File: config.mk
export PLATFORM = sky130hd
export DESIGN_NAME = sobol_bsgen
export DESIGN_NICKNAME = d
export VERILOG_FILES = /design/src/rtl/sobol_bsgen.sv
export SDC_FILE = /design/constraint.sdc
export NUM_CORES = 1
export LEC_CHECK = 0
export CORE_MARGIN = 2
export CORE_UTILIZATION = 35
export DETAILED_ROUTE_END_ITERATION = 10
export GPL_TIMING_DRIVEN = 0
export PLACE_DENSITY = 0.68
export SLEW_MARGIN = 20
export SYNTH_ARGS = -nofsm -noshare
export SYNTH_HDL_FRONTEND = slang
export SYNTH_SLANG_ARGS = --single-unit
File: constraint.sdc
create_clock -name iClk -period 5.1 [get_ports iClk]
set_input_delay 0.51 -clock iClk [delete_from_list [all_inputs] [get_ports iClk]]
set_output_delay 0.51 -clock iClk [all_outputs]
set_load 0.01 [all_outputs]
File: src/rtl/sobol_bsgen.sv
// Stochastic bitstream generator: compares a latched operand against an upstream
// Sobol sequence for 2^BITWIDTH cycles and counts the emitted ones.
module sobol_bsgen #(
  parameter int BITWIDTH = 8
) (
  input  logic                iClk,
  input  logic                iRstN,
  input  logic                iStart,
  input  logic [BITWIDTH-1:0] iSource,
  input  logic [BITWIDTH-1:0] iRand,
  output logic                oRngSel,
  output logic                oRngClr,
  output logic                oBit,
  output logic                oValid,
  output logic                oBusy,
  output logic                oDone,
  output logic [BITWIDTH:0]   oOnes
);

  localparam int OW = BITWIDTH + 1;

  typedef enum logic [1:0] {S_IDLE, S_CLR, S_RUN, S_DONE} state_t;

  state_t              state_q, state_d;
  logic [BITWIDTH-1:0] src_q, src_d;
  logic [BITWIDTH-1:0] cnt_q, cnt_d;
  logic                bit_q, bit_d;
  logic                valid_q, valid_d;
  logic [OW-1:0]       ones_q, ones_d;
  logic                cmp;

  assign cmp = (src_q > iRand);

  always_ff @(posedge iClk or negedge iRstN) begin
    if (!iRstN) begin
      state_q <= S_IDLE;
      src_q   <= '0;
      cnt_q   <= '0;
      bit_q   <= 1'b0;
      valid_q <= 1'b0;
      ones_q  <= '0;
    end else begin
      state_q <= state_d;
      src_q   <= src_d;
      cnt_q   <= cnt_d;
      bit_q   <= bit_d;
      valid_q <= valid_d;
      ones_q  <= ones_d;
    end
  end

  always_comb begin
    state_d = state_q;
    src_d   = src_q;
    cnt_d   = cnt_q;
    bit_d   = 1'b0;
    valid_d = 1'b0;
    ones_d  = ones_q;
    oRngSel = 1'b0;
    oRngClr = 1'b0;
    oDone   = 1'b0;
    unique case (state_q)
      S_IDLE: begin
        if (iStart) begin
          src_d   = iSource;
          cnt_d   = '0;
          ones_d  = '0;
          state_d = S_CLR;
        end
      end
      S_CLR: begin
        oRngClr = 1'b1;
        state_d = S_RUN;
      end
      S_RUN: begin
        // Bit and count are registered together so oOnes tracks oBit exactly.
        oRngSel = 1'b1;
        bit_d   = cmp;
        valid_d = 1'b1;
        ones_d  = ones_q + OW'(cmp);
        cnt_d   = cnt_q + BITWIDTH'(1);
        if (cnt_q == {BITWIDTH{1'b1}}) state_d = S_DONE;
      end
      S_DONE: begin
        oDone   = 1'b1;
        state_d = S_IDLE;
      end
      default: state_d = S_IDLE;
    endcase
  end

  assign oBit   = bit_q;
  assign oValid = valid_q;
  assign oOnes  = ones_q;
  assign oBusy  = (state_q != S_IDLE);

endmodule

=== Word level (Yosys, flattened, before mapping) ===
Cells that the tools add are included.
Widths: inputs -> output; s select.

* Flip-flop bits (word level): 29
* Word-level logic and storage cells: 32

* Magnitude comparators: 1
* Reductions and logical operators: 6
* Equal/unequal tests: 6
* Muxes and demuxes: 11
* $add $sub $neg: 2

{| class="wikitable"
|+ Operator list
! cell !! count
|-
| $pmux 9 s2 || 1
|-
| $pmux 8 s2 || 1
|-
| $add 9x1->9 || 1
|-
| $mux 9 || 1
|-
| $add 8x1->8 const B || 1
|-
| $eq 8x8->1 const B || 1
|-
| $gt 8x8->1 || 1
|-
| $mux 8 || 1
|-
| $pmux 2 s4 || 1
|-
| $reduce_and 2->1 || 3
|-
| $eq 2x2->1 const B || 2
|-
| $mux 1 || 4
|-
| $mux 2 || 2
|-
| $ne 2x2->1 const B || 2
|-
| $reduce_bool 2->1 || 2
|-
| $eq 2x1->1 const B || 1
|-
| $logic_not 2->1 || 1
|}

=== Longest topological paths before layout ===
* Word-level depth: 3
* Depth in mapped cells: 12

=== Worst setup path after synthesis ===
Ideal clock, no wire load.

* Path kind: input -> register
* Start: input iRand[1]
* End: register ones_q[8] (netlist: oOnes[8])
* Slack: 2.656 ns
* Setup time: 0.121 ns
* Stages on the path: 12
* Arrival: 2.323 ns
* Cells stage by stage: inv_1 -> ha_1 -> nor2b_1 -> o211ai_1 -> a21o_1 -> a21oi_1 -> ha_1 -> ha_1 -> nand3_1 -> nor4b_1 -> xnor2_1 -> nor2_1

* Longest elaborated chain between the ends: 3

{| class="wikitable"
|+ RTL lines
! item !! RTL line !! RTL
|-
| start: declaration || 10 || <nowiki>input logic [BITWIDTH-1:0] iRand,</nowiki>
|-
| $gt 8x8->1 || 32 || <nowiki>assign cmp = (src_q > iRand);</nowiki>
|-
| $add 9x1->9 || 80 || <nowiki>ones_d = ones_q + OW'(cmp);</nowiki>
|-
| $pmux 9 s2 || 62 || <nowiki>unique case (state_q)</nowiki>
|-
| end signal: assignment || 48 || <nowiki>ones_q <= ones_d;</nowiki>
|-
| end: declaration || 29 || <nowiki>logic [OW-1:0] ones_q, ones_d;</nowiki>
|}

No other way between the ends.
A chain may end at the register's enable or synchronous reset.

=== Worst setup path after layout ===
* Start: input iRand[7]
* End: register ones_q[8] (netlist: oOnes[8])

The elaborated chain is that of the path after synthesis.

==> impl_metrics.env <==
export IMPL_max_vdd_ir_drop_v=0.000185
export IMPL_synth_avg_cell_area_um2=10.6
export IMPL_count_of_pins_on_the_block_boundary=34
export IMPL_critical_path_top_cell_by_count="sky130_fd_sc_hd__ha_1"
export IMPL_timing_rr_start="src_q[7]$_DFFE_PN0P_"
export IMPL_muxShareOfSynthArea_pct=9.50
export IMPL_final_fill_count=432
export IMPL_syn_nets=186
export IMPL_layout_core_utilization_pct=47.1
export IMPL_yosysUniqueCellTypes=30
export IMPL_synthToLayoutAreaGrowth_pct=28.7
export IMPL_power_frac_clock_pct=17.9
export IMPL_synth_xor_area_share_pct=6.00
export IMPL_post_cts_repair_setup_buffers=0
export IMPL_postCtsHoldBufs=0
export IMPL_synth_sequential_area_ratio_pct=45.2
export IMPL_drive_gt1_share_pct=10.9
export IMPL_share_seq_of_total_power_pct=36.2
export IMPL_core_area_mm2=0.00438
export IMPL_postRouteWirelength_mm=3.07
export IMPL_switchingPower_w=0.000367
export IMPL_grt_use_total_pct=13.8
export IMPL_post_synth_fa_ha_maj_area_fraction_pct=11.7
export IMPL_reg2reg_to="oOnes[8]$_DFFE_PN0P_"
export IMPL_combPwrFrac_pct=45.9
export IMPL_antenna_cells_inserted=0
export IMPL_netlist_instances=152
export IMPL_mappedNetlistArea_mm2=0.00161
export IMPL_timing_critical_path_arrival_ns=2.99
export IMPL_cts_root_buf="sky130_fd_sc_hd__clkbuf_8"
export IMPL_initial_core_util_pct=36.6
export IMPL_chipWidth_um=71.8
export IMPL_num_rows=24
export IMPL_power_leakage_nw=0.913
export IMPL_ctsHtreeMaxLevel=2
export IMPL_min_period_over_period_pct=55.3
export IMPL_outcome="finished clean"
export IMPL_tightest_slew_ns=0.636
export IMPL_worst_setup_path_start_kind="input pin"
export IMPL_min_path_type="input pin to asynchronous set/reset pin"
export IMPL_timing_critical_path_buf_inv=2
export IMPL_place_gp_congestion=0.728
export IMPL_grt_remaining_overflow=0
export IMPL_synth_top_family_by_area="simple AND/OR/NAND/NOR gates"
export IMPL_internal_power_w=0.000630
export IMPL_power_per_cell_area_mw_per_mm2=482
export IMPL_worst_hold_margin_ns=0.251
export IMPL_avgRoutedWirePerCell_um=12.6
export IMPL_pre_antenna_drt_iters=4
export IMPL_clock_tree_from_tritoncts="done"
export IMPL_hpwlAfterDp_mm=2.25
export IMPL_max_cap_viol_count=0
export IMPL_numCtsBuffers=5
export IMPL_count_of_final_hold_check_violations=0
export IMPL_postPlaceCellArea_mm2=0.00199
export IMPL_sw_frac_of_total_pct=36.8
export IMPL_crit_path_cell_trace="clkdlybuf4s50_1 > inv_1 > ha_1 > nand4_1 > a21o_1 > a21oi_1 > ha_1 > ha_1 > nand3_1 > nor4b_1 > xnor2_1 > nor2_1"
export IMPL_yosys_warnings=0
export IMPL_timing_critical_path_required_ns=5.26
export IMPL_relSlewSlack_pct=57.6
export IMPL_grt_pass1_vias=1249
export IMPL_critical_path_max_fanout=4
export IMPL_detailroute_via_count=1218
export IMPL_drt_initial_drc_count=71
export IMPL_total_number_of_nets_in_the_final_design=225
export IMPL_cp_end_kind="register"
export IMPL_worstSkewPairLatency_ns=0.28
export IMPL_maxClockFrequency_ghz=0.354
export IMPL_place_port_buffers=32
export IMPL_fin_worst_skew_ns=0.00179
export IMPL_drt_drc_violations_left=0
export IMPL_final_period_minus_worst_setup_slack_ns=2.82
export IMPL_cts_max_path_buffers=2
export IMPL_critical_path_class="input pin to register"
export IMPL_postRouteAntennaNets=0
export IMPL_route_detailed_vias_per_inst=4.99
export IMPL_rsz0062_at_grt="false"
export IMPL_cts_sinks=29
export IMPL_cpPeakStageDelay_ns=0.45
export IMPL_grt_antenna_before_repair=0
export IMPL_critical_path_top_delay_family="simple AND/OR/NAND/NOR gates"
export IMPL_global_route_wire_length_before_repair_mm=5.43
export IMPL_synth_compound_gate_area_share_pct=8.26
export IMPL_ff2ff_path_depth=10
export IMPL_final_setup_tns_ns=0
export IMPL_fp_dieH_um=71.8
export IMPL_ys_seq_elements=29
export IMPL_synth_simple_gate_area_share_pct=14.8
export IMPL_cts_resized=0
export IMPL_report_final_slew_viol_count=0
export IMPL_crit_path_top_delay_cell="sky130_fd_sc_hd__clkdlybuf4s50_1"
export IMPL_clk_pin_slew_worst_paths_ns=0.06
export IMPL_finished_layout_cell_area_mm2=0.00207
export IMPL_reg2reg_slack_ns=2.60
export IMPL_dieArea_mm2=0.00515
export IMPL_grt_max_degree=30
export IMPL_timing_final_setup_violations=0
[cell type report]
| cell class | instances | area (um2) | share of cell area, % |
|---|---|---|---|
| buffer | 5 | 32.5 | 1.57 |
| clock buffer | 8 | 80.1 | 3.87 |
| inverter | 11 | 41.3 | 2.00 |
| multi-input combinational | 107 | 807 | 39.0 |
| sequential | 29 | 726 | 35.1 |
| tap | 52 | 65.1 | 3.15 |
| timing repair buffer | 32 | 315 | 15.3 |
[cell families (layout without fill, tap and decap cells)]
kind of cell / after synthesis / in the layout
AOI/OAI and AO/OA: 22 / 22
xor gates and xnor gates: 11 / 11
adders and majority gates: 15 / 15
buffers and inverters: 16 / 56
DFF: 29 / 29
muxes: 14 / 14
and+or+nand+nor: 45 / 45
[layout by cell type, fill, tap and decap left out, types with 2 or more instances in the layout]
cell                              netlist  routed
sky130_fd_sc_hd__a32oi_1                2       2
sky130_fd_sc_hd__nand4_1                5       5
sky130_fd_sc_hd__o21ai_0                7       7
sky130_fd_sc_hd__mux2i_1                4       4
sky130_fd_sc_hd__a21oi_1                8       8
sky130_fd_sc_hd__inv_1                 11      11
sky130_fd_sc_hd__mux2_2                10      10
sky130_fd_sc_hd__nor4b_1                3       3
sky130_fd_sc_hd__or3_1                  2       2
sky130_fd_sc_hd__nor3_1                 2       2
sky130_fd_sc_hd__clkbuf_1               0       3
sky130_fd_sc_hd__nor2_1                14      14
sky130_fd_sc_hd__clkdlybuf4s50_1        0      31
sky130_fd_sc_hd__xnor2_1                8       8
sky130_fd_sc_hd__buf_2                  2       3
sky130_fd_sc_hd__xor2_1                 3       3
sky130_fd_sc_hd__clkbuf_8               0       5
sky130_fd_sc_hd__dfrtp_1               29      29
sky130_fd_sc_hd__nand3_1                4       4
sky130_fd_sc_hd__nand2_1               11      11
sky130_fd_sc_hd__ha_1                  15      15
[synth_stat cells (all sizes together)]
| master | n | area share, % |
|---|---|---|
| nand4 | 5 | 1.9 |
| o22a | 1 | 0.55 |
| inv | 11 | 2.6 |
| mux2i | 4 | 2.5 |
| a21oi | 8 | 2.5 |
| a211oi | 1 | 0.47 |
| a32oi | 2 | 1.1 |
| nor3 | 2 | 0.62 |
| nor4 | 1 | 1.3 |
| xor2 | 3 | 1.6 |
| nor4b | 3 | 1.6 |
| nor2 | 14 | 3.3 |
| xnor2 | 8 | 4.4 |
| dfrtp | 29 | 45 |
| or3 | 2 | 0.78 |
| buf | 5 | 2.0 |
| ha | 15 | 12 |
| nor3b | 1 | 0.47 |
| and4 | 1 | 0.55 |
| a21o | 1 | 0.47 |
| nand3 | 4 | 1.2 |
| a22o | 1 | 0.55 |
| o211ai | 1 | 0.47 |
| nand2 | 11 | 2.6 |
| o21ai | 7 | 2.2 |
| nor2b | 1 | 0.39 |
| mux2 | 10 | 7.0 |
[metrics by stage]
stage	power [W]	worst slack, ns	std cells
final	0.000997	2.28	244
after global placement	0.000811	1.98	236
after CTS	0.00101	2.27	244
after detailed placement	0.000826	1.99	236
after floorplan	0.000668	2.66	152
after global routing	0.00108	1.94	244
[worst reg2reg max path, stage by stage (launching register included)]
cell and delay [ns]:
sky130_fd_sc_hd__dfrtp_1 0.39, sky130_fd_sc_hd__ha_1 0.31, sky130_fd_sc_hd__nand4_1 0.17, sky130_fd_sc_hd__a21o_1 0.21
sky130_fd_sc_hd__a21oi_1 0.16, sky130_fd_sc_hd__ha_1 0.21, sky130_fd_sc_hd__ha_1 0.20, sky130_fd_sc_hd__nand3_1 0.14
sky130_fd_sc_hd__nor4b_1 0.38, sky130_fd_sc_hd__xnor2_1 0.16, sky130_fd_sc_hd__nor2_1 0.05
[routing by layer]
layer,part of all wire [%],up-vias,global-route usage [%]
li1,-,615,-
met1,45,575,15.9
met2,49,22,23.4
met3,4.3,6,4.22
met4,2.3,0,6.29
met5,0,-,0
[power by group through the flow]
stage / sequential [W] / clock (W) / combinational [W]
final: 0.000361 / 0.000178 / 0.000458
after detailed placement: 0.000366 / 0 / 0.000460
after floorplan: 0.000360 / 0 / 0.000308
after global placement: 0.000362 / 0 / 0.000449
after global routing: 0.000373 / 0.000197 / 0.000513
after CTS: 0.000362 / 0.000187 / 0.000463
[worst max path at each step]
stage	from	to	slack [ns]	cells after the start
floorplan	iRand[1]	oOnes[8]$_DFFE_PN0P_	2.66	12
global placement	iRand[1]	oOnes[8]$_DFFE_PN0P_	1.98	13
finish	iRand[7]	oOnes[8]$_DFFE_PN0P_	2.28	12
global route	iRand[1]	oOnes[8]$_DFFE_PN0P_	1.94	13
CTS	iRand[1]	oOnes[8]$_DFFE_PN0P_	2.27	13
detailed placement	iRand[7]	oOnes[8]$_DFFE_PN0P_	1.99	12
[sequential cells by signal (all words and copies together) (netlist names)]
| name | cells |
|---|---|
| oBit | 1 |
| state_q | 2 |
| src_q | 8 |
| oOnes | 9 |
| oValid | 1 |
| cnt_q | 8 |
No activity file was read; power rests on OpenSTA's default activity.
